===== config.mk =====
export PLATFORM = sky130hd
export DESIGN_NAME = intf_rr_arbiter
export DESIGN_NICKNAME = d
export VERILOG_FILES = /design/src/rtl/intf_arb_pkg.sv /design/src/rtl/rr_pick.sv /design/src/rtl/intf_rr_arbiter.sv
export SDC_FILE = /design/constraint.sdc
export NUM_CORES = 1
export LEC_CHECK = 0
export CORE_MARGIN = 5
export CORE_UTILIZATION = 36
export DETAILED_ROUTE_END_ITERATION = 12
export PLACE_DENSITY = 0.83
export REMOVE_ABC_BUFFERS = 1
export SLEW_MARGIN = 20
export SYNTH_ARGS = -nofsm -noshare
export SYNTH_HDL_FRONTEND = slang
export SYNTH_SLANG_ARGS = --single-unit

===== constraint.sdc =====
create_clock -name ck1 -period 2.6 [get_ports ck1]
set_clock_uncertainty 0.15 [all_clocks]
set_input_delay 0.52 -clock ck1 [delete_from_list [all_inputs] [get_ports ck1]]
set_output_delay 0.52 -clock ck1 [all_outputs]
set_load 0.02 [all_outputs]

===== src/rtl/intf_arb_pkg.sv =====
// rtl/intf_arb_pkg.sv - shared types and helpers for the round-robin interface arbiter
package intf_arb_pkg;

  localparam int INTF_ARB_MAX_COUNT = 16;

  typedef enum logic {
    ST_IDLE = 1'b0,
    ST_XFER = 1'b1
  } arb_state_e;

  // Index after cur, wrapping at n.
  function automatic int wrap_inc(input int cur, input int n);
    return (cur + 1 >= n) ? 0 : cur + 1;
  endfunction

endpackage


===== src/rtl/rr_pick.sv =====
// rtl/rr_pick.sv - combinational round-robin pick: first request at or after ptr, wrapping
module rr_pick #(
  parameter int N  = 4,
  parameter int PW = $clog2(N)
) (
  input  logic [N-1:0]  req,
  input  logic [PW-1:0] ptr,
  output logic [N-1:0]  onehot,
  output logic [PW-1:0] idx,
  output logic          any
);

  localparam int SW = PW + 1;

  logic          found;
  logic [SW-1:0] sum;
  logic [PW-1:0] cand;

  always_comb begin
    onehot = '0;
    idx    = '0;
    found  = 1'b0;
    sum    = '0;
    cand   = '0;
    for (int i = 0; i < N; i++) begin
      sum = {1'b0, ptr} + SW'(i);
      if (sum >= SW'(N)) sum = sum - SW'(N);
      cand = sum[PW-1:0];
      if (!found && req[cand]) begin
        found        = 1'b1;
        idx          = cand;
        onehot[cand] = 1'b1;
      end
    end
  end

  assign any = |req;

endmodule


===== src/rtl/intf_rr_arbiter.sv =====
// rtl/intf_rr_arbiter.sv - burst round-robin arbiter onto one shared beat port
// Optional stall timeout enabled by defining INTF_ARB_TIMEOUT_EN.
module intf_rr_arbiter
  import intf_arb_pkg::*;
#(
  parameter int INTF_COUNT = 4,
  parameter int DATA_W     = 32,
  parameter int MAX_BURST  = 8
`ifdef INTF_ARB_TIMEOUT_EN
  , parameter int TIMEOUT  = 64
`endif
) (
  input  logic                         ck1,
  input  logic                         rst_n,
  input  logic [INTF_COUNT-1:0]        req,
  input  logic [INTF_COUNT-1:0]        last,
  input  logic [INTF_COUNT*DATA_W-1:0] data_in,
  output logic [INTF_COUNT-1:0]        gnt,
  output logic                         out_valid,
  output logic [DATA_W-1:0]            out_data,
  output logic [$clog2(INTF_COUNT)-1:0] out_src,
  input  logic                         out_ready,
`ifdef INTF_ARB_TIMEOUT_EN
  output logic                         timeout_err,
`endif
  output logic                         busy
);

  localparam int PW = $clog2(INTF_COUNT);

  arb_state_e            state_q, state_d;
  logic [PW-1:0]         ptr_q, ptr_d;
  logic [PW-1:0]         win_q, win_d;
  logic [INTF_COUNT-1:0] gnt_q, gnt_d;
  logic [7:0]            cnt_q, cnt_d;
  logic [8:0]            cnt_inc;
  logic                  burst_end;
  logic                  tmo_hit;

  logic [INTF_COUNT-1:0] pick_oh;
  logic [PW-1:0]         pick_idx;
  logic                  pick_any;

  rr_pick #(
    .N  (INTF_COUNT),
    .PW (PW)
  ) u_pick (
    .req    (req),
    .ptr    (ptr_q),
    .onehot (pick_oh),
    .idx    (pick_idx),
    .any    (pick_any)
  );

`ifdef INTF_ARB_TIMEOUT_EN
  localparam int TW = $clog2(TIMEOUT + 1);
  logic [TW-1:0] stall_q, stall_d;

  assign tmo_hit = (state_q == ST_XFER) && req[win_q] && !out_ready &&
                   (stall_q == TW'(TIMEOUT - 1));

  always_ff @(posedge ck1) begin
    if (!rst_n) stall_q <= '0;
    else        stall_q <= stall_d;
  end

  always_comb begin
    stall_d = stall_q;
    if (state_q != ST_XFER || !req[win_q] || out_ready || tmo_hit) stall_d = '0;
    else                                                         stall_d = stall_q + 1'b1;
  end
`else
  assign tmo_hit = 1'b0;
`endif

  always_ff @(posedge ck1) begin
    if (!rst_n) begin
      state_q <= ST_IDLE;
      ptr_q   <= '0;
      win_q   <= '0;
      gnt_q   <= '0;
      cnt_q   <= '0;
    end else begin
      state_q <= state_d;
      ptr_q   <= ptr_d;
      win_q   <= win_d;
      gnt_q   <= gnt_d;
      cnt_q   <= cnt_d;
    end
  end

  assign cnt_inc = {1'b0, cnt_q} + 9'd1;

  always_comb begin
    state_d   = state_q;
    ptr_d     = ptr_q;
    win_d     = win_q;
    gnt_d     = gnt_q;
    cnt_d     = cnt_q;
    burst_end = 1'b0;
    case (state_q)
      ST_IDLE: begin
        if (pick_any) begin
          state_d = ST_XFER;
          win_d   = pick_idx;
          gnt_d   = pick_oh;
          cnt_d   = '0;
        end
      end
      ST_XFER: begin
        // An absent request abandons the burst without counting a beat.
        if (!req[win_q]) begin
          burst_end = 1'b1;
        end else if (out_ready) begin
          cnt_d = cnt_inc[7:0];
          if (last[win_q] || cnt_inc == 9'(MAX_BURST)) burst_end = 1'b1;
        end else if (tmo_hit) begin
          burst_end = 1'b1;
        end
        if (burst_end) begin
          state_d = ST_IDLE;
          gnt_d   = '0;
          cnt_d   = '0;
          ptr_d   = PW'(wrap_inc(int'(win_q), INTF_COUNT));
        end
      end
      default: state_d = ST_IDLE;
    endcase
  end

  always_comb begin
    gnt       = gnt_q;
    busy      = (state_q == ST_XFER);
    out_valid = 1'b0;
    out_data  = '0;
    out_src   = '0;
    if (state_q == ST_XFER) begin
      out_valid = req[win_q];
      out_data  = data_in[int'(win_q)*DATA_W +: DATA_W];
      out_src   = win_q;
    end
`ifdef INTF_ARB_TIMEOUT_EN
    timeout_err = tmo_hit;
`endif
  end

endmodule


==> reports/metrics.csv, run 1 <==
stage;metric;value;unit
place;Detail Placement HPWL;9087;um
logic_synthesis;Cell Area, Synth;0.002480;mm2
routing;Via density;5.507;
sta;min setup slack post-route;34.30;ps
die;Die Wd;93.00;um
place;Routability Congestion;0.9852;
routing;ANT nets after route;0;
sta;RSZ-0062 raised after global routing;true;
global_routing;antenna violations before repair;0;
finish;Filler Cell Count;566;
sta;Worst-Margin Slew;673.5;ps
global_routing;global-route wire length before repair;16190;um
finish;final net count;596;
die;Rows;30;
routing;Met3 Wirelength;795;um
clocking;# hold bufs at CTS;0;
clocking;CTS tree;done;
sta;period utilisation layout;98.68;%
clocking;cts bufs inserted;3;
routing;detailed-route wire length;10770;um
critical_path;crit path cell chain;clkdlybuf4s50_1 > mux4_2 > and2_1 > clkdlybuf4s15_1;
critical_path;critical path required time;1930;ps
routing;top layer in use;met4;
logic_synthesis;Distinct cells, synth;50;
die;Die Ht;93.00;um
die;Starting Density;36.70;%
logic_synthesis;cells after synthesis;251;
logic_synthesis;sequential area share after synthesis;13.72;%
routing;met2 routed WL;5534;um
routing;vias post-DR;2891;
critical_path;Worst setup EP type;output pin;
die;core box area;0.006756;mm2
logic_synthesis;Post-synth EDFFs;0;
place;setup slack at placement;-239.0;ps
run;Max Cap Violations;0;
critical_path;Critical-path top delay cell;mux4_2;
finish;antenna cells;0;
clocking;CTS clk-pin slew, worst paths;60;ps
critical_path;crit start category;input port;
critical_path;CP max FO;1;
pwr;leak pwr;1.748;nW
global_routing;vias in the first global route;3043;
critical_path;Setup CP Type;input port to output pin;
logic_synthesis;Main synth FF type;dfxtp_1;
global_routing;gr usage total;23.90;%
routing;DRC;0;
critical_path;Data arrival, critical path;1900;ps
logic_synthesis;syn_area_per_cell;9.880;um2
sta;Pins Over Slew Limit;0;
min_path;Worst Hold Class;register to register;
sta;Max Freq;389.8;MHz
clocking;clk root buf;clkbuf_8;
pwr;VDD IR max;0.3466;mV
sta;fin crit period;2566;ps
routing;Avg WL per Cell;20.51;um
die;io pins;179;
die;Die Area;0.008648;mm2
finish;layout cells sized above 1;20.45;%
clocking;clock latency on the worst-skew pair;250;ps
sta;final hold slack;358.4;ps
logic_synthesis;Synth Warn #;0;
logic_synthesis;Synth Register Bits;17;
global_routing;GRT Residual Overflow;0;
logic_synthesis;asr flop ratio synth;0;%
critical_path;CP delay by family, top;buffers and inverters;
global_routing;largest net degree at the start of global routing;27;
critical_path;Reg2Reg Depth;6;
sta;# setup viols final;0;
min_path;Worst Hold Depth;2;
sta;Final Hold Fails;0;
critical_path;Worst path depth;4;
routing;Starting DRT DRC Count;140;
clocking;Clock Sink Count;17;
routing;WL met1;4103;um
finish;most common cell after layout, fill and taps aside;clkdlybuf4s50_1;
sta;Rel. slew slack;54.49;%
finish;most frequent cells in the layout;clkdlybuf4s50_1 (145), mux4_2 (38), and2_1 (34);
routing;DRT Pass-1 Iters;4;
outcome;status;finished clean;
critical_path;crit-path max cell delay;470;ps
clocking;H-Tree Depth;1;
critical_path;Buf+Inv Stages, Crit Path;2;
pwr;Pwr Density;464.1;mW/mm2
clocking;clk buf depth;2;
place;IO Port Bufs;178;
finish;Area growth, synth to finish;83.30;%
## repair_timing
action	in CTS	in global routing
endpoints found under the setup margin	33	16
resized for setup	38	12
cloned	0	0
buffers inserted	0	1
## synthesized netlist by cell type (6+ instances only)
cell type	count	area [um2]
nand3_1	8	40.04
o211ai_1	6	45.04
a21oi_1	11	55.05
and2_1	34	212.7
clkbuf_1	12	45.04
nor2_1	7	26.28
nand3b_1	7	52.55
o21ai_0	11	55.05
ha_1	11	137.6
nand2_1	21	78.83
dfxtp_1	17	340.3
mux4_2	38	855.8
## logic make-up (layout without fill, tap and decap cells)
family / count (synthesis) / after routing / synth area share, %
fa+ha+maj: 11 / 11 / 5.550
flops: 17 / 17 / 13.72
xor+xnor: 3 / 3 / 1.060
compound gates: 52 / 52 / 14.43
mux: 42 / 42 / 36.13
simple gates: 102 / 102 / 24.52
buf+inv: 24 / 218 / 4.591
## sequential cells by signal, indices dropped and copies added, names as in the netlist
register  cells
gnt           4
cnt_q         8
ptr_q         2
win_q         2
busy          1
## through the flow
step                      instance area, um2  std cells  setup TNS, ps  util [%]  power (mW)
after floorplan                         2381        231         -24610         -       1.211
after global routing                    4546        525        -0.9550     67.28       2.235
final                                   4546        525              0     67.28       2.110
after global placement                  4536        520          -5582     67.13       1.944
after detailed placement                4536        520          -6255     67.13       1.982
after CTS                               4548        524              0     67.31       2.119
## worst paths after layout
check | start | end | slack [ps]
max | data_in[0] | out_data[0] | 30
min | cnt_q[5] | cnt_q[5] | 360
max reg2reg | cnt_q[0] | ptr_q[1] | 230
min reg2reg | cnt_q[5] | cnt_q[5] | 360
## tightest hold or removal path, cell delays in order (launching register included)
cell and delay [ps]:
dfxtp_1 340, nand2_1 70, a21boi_1 50
## report_power, final
part	leakage [nW]	switching, mW	total [mW]	internal [mW]
combinational	1.58	0.707	1.58	0.877
sequential	0.139	0.0322	0.327	0.294
clock	0.0255	0.0932	0.200	0.106
## area by class of cell
class / instances / area [um2] / area share [%]
multi-input cells: 210 / 2026 / 44.56
repair buffers: 210 / 2013 / 44.29
flip-flops and latches: 17 / 345.3 / 7.597
well taps: 80 / 100.1 / 2.202
clock buffers: 3 / 41.29 / 0.9083
inverters: 4 / 15.01 / 0.3303
clock inverters: 1 / 5.005 / 0.1101
## per-layer routing
layer,vias up,GRT usage [%]
met5,-,0
met4,0,8.791
met3,22,5.551
met2,125,43.91
met1,1380,26.70
li1,1364,-
(Power assumes the default switching activity.)
==> run 2, diff against run 1 <==
- CELL_PAD_IN_SITES_DETAIL_PLACEMENT: unset -> 1
- CELL_PAD_IN_SITES_GLOBAL_PLACEMENT: unset -> 2
- CORE_UTILIZATION: 36 -> 19
- PLACE_DENSITY: 0.83 -> unset
- PLACE_DENSITY_LB_ADDON: unset -> 0.1
- SLEW_MARGIN: 20 -> unset
==> reports/metrics.csv, run 2 (synthesized netlist as in run 1, its figures left out) <==
stage;metric;value;unit;change
critical_path;worst reg2reg endpoint;cnt_q[7];;
global_routing;largest net degree at the start of global routing;36;;+33%
global_routing;global route hottest layer;met2;;
min_path;Worst Hold Class;register to register;;
place;setup slack at placement;-266.9;ps;-27.92 ps
critical_path;CP delay by family, top;buffers and inverters;;
sta;Final Hold Fails;0;;unchanged
clocking;H-Tree Depth;1;;unchanged
die;Starting Density;19.49;%;-17 points
pwr;VDD IR max;0.3538;mV;+2.1%
finish;Area growth, synth to finish;89.86;%;
die;Die Wd;124.2;um;+34%
critical_path;crit path from;data_in[118];;
critical_path;crit-path max cell delay;460;ps;about the same
critical_path;Reg2Reg Depth;7;;+1
global_routing;GRT Residual Overflow;0;;unchanged
finish;antenna cells;0;;unchanged
routing;Starting DRT DRC Count;83;;-41%
critical_path;Worst setup EP type;output pin;;
die;Die Ht;124.2;um;+34%
pwr;Internal Pwr Total;1.384;mW;+8.4%
sta;min setup slack post-route;26.00;ps;-8.299 ps
clocking;clock latency on the worst-skew pair;250;ps;about the same
clocking;CTS tree;done;;
global_routing;met2 Usage GRT;26.88;%;-17 points
pwr;sequential share of power;14.5;%;-1.0 points
critical_path;Data arrival, critical path;1900;ps;about the same
finish;Core Util, Final;37.01;%;-30 points
critical_path;CP max FO;1;;unchanged
sta;Pins Over Slew Limit;0;;unchanged
critical_path;r2r startpoint;win_q[0];;
clocking;cts bufs inserted;3;;unchanged
pwr;Sw Ratio;38.28;%;-1.2 points
clocking;CTS clk-pin slew, worst paths;50;ps;about the same
critical_path;crit path cell chain;clkdlybuf4s50_1 > mux4_2 > and2_1 > dlygate4sd2_1;;
sta;Rel. slew slack;55.67;%;+1.2 points
outcome;status;finished clean;;
die;Die Area;0.01544;mm2;+78%
critical_path;Setup CP Type;input port to output pin;;
sta;Worst-Margin Slew;656.0;ps;-17.50 ps
die;io pins;179;;unchanged
pwr;Comb pwr share;71.4;%;-3.7 points
place;IO Port Bufs;178;;unchanged
sta;fin crit period;2574;ps;+8.299 ps
clocking;clk buf depth;2;;unchanged
clocking;Clock Sink Count;17;;unchanged
sta;RSZ-0062 raised after global routing;false;;
pwr;Pwr Density;476.4;mW/mm2;+2.6%
critical_path;end of the critical path;out_data[22];;
finish;final net count;598;;+0.34%
global_routing;vias in the first global route;2993;;-1.6%
die;Rows;41;;+37%
critical_path;Worst R2R Setup Slack;360;ps;+130 ps
run;Max Cap Violations;0;;unchanged
global_routing;GRT met1 Usage;21.61;%;-5.1 points
routing;DRC;0;;unchanged
die;core box area;0.01272;mm2;+88%
finish;non-filler cells, final;619;;+18%
finish;most frequent cells in the layout;clkdlybuf4s50_1 (145), mux4_2 (38), and2_1 (34);;
sta;setup TNS;0;ps;unchanged
min_path;Worst Hold Depth;2;;unchanged
routing;Via density;4.598;;-17%
routing;Avg WL per Cell;20.68;um;+0.85%
routing;detailed-route wire length;12800;um;+19%
critical_path;Worst path depth;4;;unchanged
place;Routability Congestion;0.8280;;-16%
critical_path;crit start category;input port;;
sta;# setup viols final;0;;unchanged
sta;period utilisation layout;99.00;%;+0.32 points
routing;vias post-DR;2846;;-1.6%
clocking;# hold bufs at CTS;0;;unchanged
place;Area after DPL;0.004661;mm2;+2.8%
finish;max reg flops;8;;unchanged
finish;most common cell after layout, fill and taps aside;clkdlybuf4s50_1;;
finish;largest reg by FF count;cnt_q;;
global_routing;gr usage total;15.89;%;-8.0 points
finish;layout cells sized above 1;20.36;%;-0.091 points
pwr;Clk pwr share;14.1;%;+4.6 points
global_routing;global-route wire length before repair;19540;um;+21%
clocking;clk root buf;clkbuf_16;;
pwr;leak pwr;1.798;nW;+2.9%
routing;DRT Pass-1 Iters;4;;unchanged
critical_path;Buf+Inv Stages, Crit Path;2;;unchanged
critical_path;Critical-path top delay cell;mux4_2;;
finish;Finished Cell Area;0.004708;mm2;+3.6%
place;placed cells;615;;+18%
routing;ANT nets after route;0;;unchanged
global_routing;GR met3 Demand/Resource;3.516;%;-2.0 points
global_routing;antenna violations before repair;0;;unchanged
place;Detail Placement HPWL;10880;um;+20%
critical_path;critical path required time;1930;ps;about the same
sta;Max Freq;388.5;MHz;-0.32%
pwr;Switching Power;858.7;uW;+3.2%
==> run 2: cell count changes in the layout (fill, tap and decap cells not counted), sizes merged <==
cell,before,now
clkdlybuf4s15,8,1
buf,32,35
dlygate4sd2,21,31
clkbuf,7,3
==> run 2: through the flow <==
stage                     total power [mW]  hold slack, ps
after floorplan                      1.211           320.2
after global placement               2.018           333.8
after detailed placement             2.029           347.1
after CTS                            2.289           358.3
after global routing                 2.411           379.5
final                                2.243           355.8
==> run 2: how the worst min path moves through the flow <==
stage / slack [ps] / to / from
3_5_place_dp: 350 / gnt[0] / gnt[0]
3_3_place_gp: 330 / gnt[3] / gnt[3]
6_report: 360 / gnt[0] / gnt[0]
4_1_cts: 360 / gnt[0] / gnt[0]
5_1_grt: 380 / gnt[0] / gnt[0]
2_1_floorplan: 320 / cnt_q[5] / cnt_q[5]
==> run 2: what timing repair did <==
action | in CTS | in global routing
resized for setup | 36 | 5
endpoints found under the setup margin | 33 | 5
buffers inserted | 0 | 0
==> run 2: worst min-delay path, delay by kind of cell (launching register included) <==
kind / cells / cell delay [ps]
flip-flops: 1 / 330
AND/OR/NAND/NOR: 1 / 70
AO/OA/AOI/OAI: 1 / 60
==> run 2: metal layers <==
layer  vias up  routed length [um]
li1       1364                   -
met1      1378                6111
met5         -                   0
met2       100                5977
met3         4                 675
met4         0                  40
==> run 2: layout make-up <==
type / count / area [um2]
fill: 1508 / 8014
multi-input combinational: 210 / 2027
timing repair buffer: 212 / 2026
sequential: 17 / 345.3
tap: 172 / 215.2
clock buffer: 3 / 75.07
inverter: 4 / 15.01
clock inverter: 1 / 5.005
==> run 2: power by group through the flow <==
| stage | Sequential (mW) | Combinational (mW) | Clock [mW] |
|---|---|---|---|
| 6_report | 0.325 | 1.60 | 0.316 |
| 5_1_grt | 0.332 | 1.73 | 0.348 |
| 4_1_cts | 0.326 | 1.63 | 0.331 |
| 3_5_place_dp | 0.331 | 1.70 | 0 |
| 3_3_place_gp | 0.331 | 1.69 | 0 |
| 2_1_floorplan | 0.457 | 0.754 | 0 |
==> run 3, diff against run 2 <==
- CELL_PAD_IN_SITES_DETAIL_PLACEMENT: 1 -> 0
- CELL_PAD_IN_SITES_GLOBAL_PLACEMENT: 2 -> 1
- CORE_UTILIZATION: 19 -> 25
==> reports/metrics.csv, run 3 (synthesized netlist as in run 1, its figures left out) <==
stage;metric;value;unit;change
finish;non-filler cells, final;579;;-6.5%
clocking;cts bufs inserted;3;;unchanged
critical_path;CP max FO;1;;unchanged
sta;Max Freq;391.9;MHz;+0.87%
place;IO Port Bufs;178;;unchanged
routing;vias post-DR;2850;;+0.14%
routing;ANT nets after route;0;;unchanged
critical_path;critical path required time;1930;ps;about the same
clocking;clk root buf;clkbuf_8;;
clocking;clk buf depth;2;;unchanged
pwr;Pwr Density;453.7;mW/mm2;-4.7%
sta;# setup viols final;0;;unchanged
critical_path;crit start category;input port;;
routing;Avg WL per Cell;18.98;um;-8.2%
place;Area after DPL;0.004609;mm2;-1.1%
global_routing;GRT Residual Overflow;0;;unchanged
die;Rows;36;;-12%
finish;max reg flops;8;;unchanged
finish;most common cell after layout, fill and taps aside;clkdlybuf4s50_1;;
finish;Finished Cell Area;0.004638;mm2;-1.5%
routing;detailed-route wire length;10990;um;-14%
routing;DRT Pass-1 Iters;4;;unchanged
finish;antenna cells;0;;unchanged
clocking;H-Tree Depth;1;;unchanged
run;Max Cap Violations;0;;unchanged
finish;largest reg by FF count;cnt_q;;
place;Routability Congestion;0.8134;;-1.8%
place;setup slack at placement;-257.8;ps;+9.181 ps
die;Die Area;0.01201;mm2;-22%
pwr;Total Power;2.105;mW;-6.2%
sta;RSZ-0062 raised after global routing;false;;
finish;Filler Cell Count;968;;-36%
pwr;leak pwr;1.783;nW;-0.87%
die;Starting Density;25.49;%;+6.0 points
routing;DRC;0;;unchanged
global_routing;antenna violations before repair;0;;unchanged
finish;Core Util, Final;47.67;%;+11 points
critical_path;Worst setup EP type;output pin;;
pwr;VDD IR max;0.2104;mV;-41%
global_routing;gr usage total;16.87;%;+0.98 points
outcome;status;finished clean;;
critical_path;Setup CP Type;input port to output pin;;
routing;Starting DRT DRC Count;81;;-2.4%
clocking;CTS tree;done;;
critical_path;Data arrival, critical path;1880;ps;-20 ps
sta;final hold slack;343.7;ps;-12.10 ps
finish;multi-input logic area;0.002026;mm2;about the same
die;io pins;179;;unchanged
clocking;Clock Sink Count;17;;unchanged
sta;setup TNS;0;ps;unchanged
sta;min setup slack post-route;48.16;ps;+22.16 ps
die;Die Wd;109.6;um;-12%
sta;Worst-Margin Slew;652.3;ps;-3.751 ps
clocking;CTS clk-pin slew, worst paths;70;ps;+20 ps
sta;Rel. slew slack;55.92;%;+0.25 points
min_path;Worst Hold Class;register to register;;
finish;Area growth, synth to finish;87.03;%;
die;core box area;0.009729;mm2;-24%
global_routing;largest net degree at the start of global routing;24;;-33%
finish;layout cells sized above 1;19.73;%;-0.63 points
clocking;clock latency on the worst-skew pair;250;ps;about the same
finish;FF/Latch Area;345.3;um2;unchanged
routing;Via density;4.922;;+7.1%
finish;final net count;597;;-0.17%
place;Detail Placement HPWL;9195;um;-16%
sta;Pins Over Slew Limit;0;;unchanged
sta;period utilisation layout;98.15;%;-0.85 points
finish;most frequent cells in the layout;clkdlybuf4s50_1 (145), mux4_2 (38), and2_1 (34);;
clocking;# hold bufs at CTS;0;;unchanged
global_routing;global-route wire length before repair;15680;um;-20%
global_routing;vias in the first global route;2681;;-10%
sta;Final Hold Fails;0;;unchanged
place;placed cells;574;;-6.7%
sta;fin crit period;2552;ps;-22.16 ps
die;Die Ht;109.6;um;-12%
[run 3: worst paths after layout]
path | from | endpoint | slack, ps | cells after the start
max | data_in[79] | out_data[15] | 50 | 4
min | gnt[2] | gnt[2] | 340 | 2
max reg2reg | win_q[0] | cnt_q[7] | 300 | 7
min reg2reg | gnt[2] | gnt[2] | 340 | 2
[run 3: worst max-delay path, cell delays in order]
cell             delay (ps)
clkdlybuf4s50_1         420
mux4_2                  460
and2_1                  170
dlygate4sd2_1           320
[run 3: where the power goes]
part           leakage (nW)  switching, mW  internal (mW)  total (mW)
Clock                0.0228         0.0981          0.109       0.207
Combinational          1.62          0.685          0.885        1.57
Sequential            0.139         0.0341          0.294       0.328
[run 3: final cells by class]
class                      count  area share [%]
clock buffer                   4          0.9711
inverter                       4          0.3237
tap                          133           3.588
timing repair buffer         211           44.00
multi-input combinational    210           43.67
sequential                    17           7.445
[run 3: layer usage]
layer / vias up / GRT usage, % / part of all wire, %
met2: 104 / 27.55 / 47
met5: - / 0 / 0
li1: 1363 / - / -
met1: 1375 / 22.04 / 42
met4: 0 / 2.850 / 1.3
met3: 8 / 5.578 / 11
[run 3: timing repair]
item                       CTS  global route
cloned                       0             1
setup buffers                0             0
setup endpoints to repair   33            17
gates resized for setup     35             3
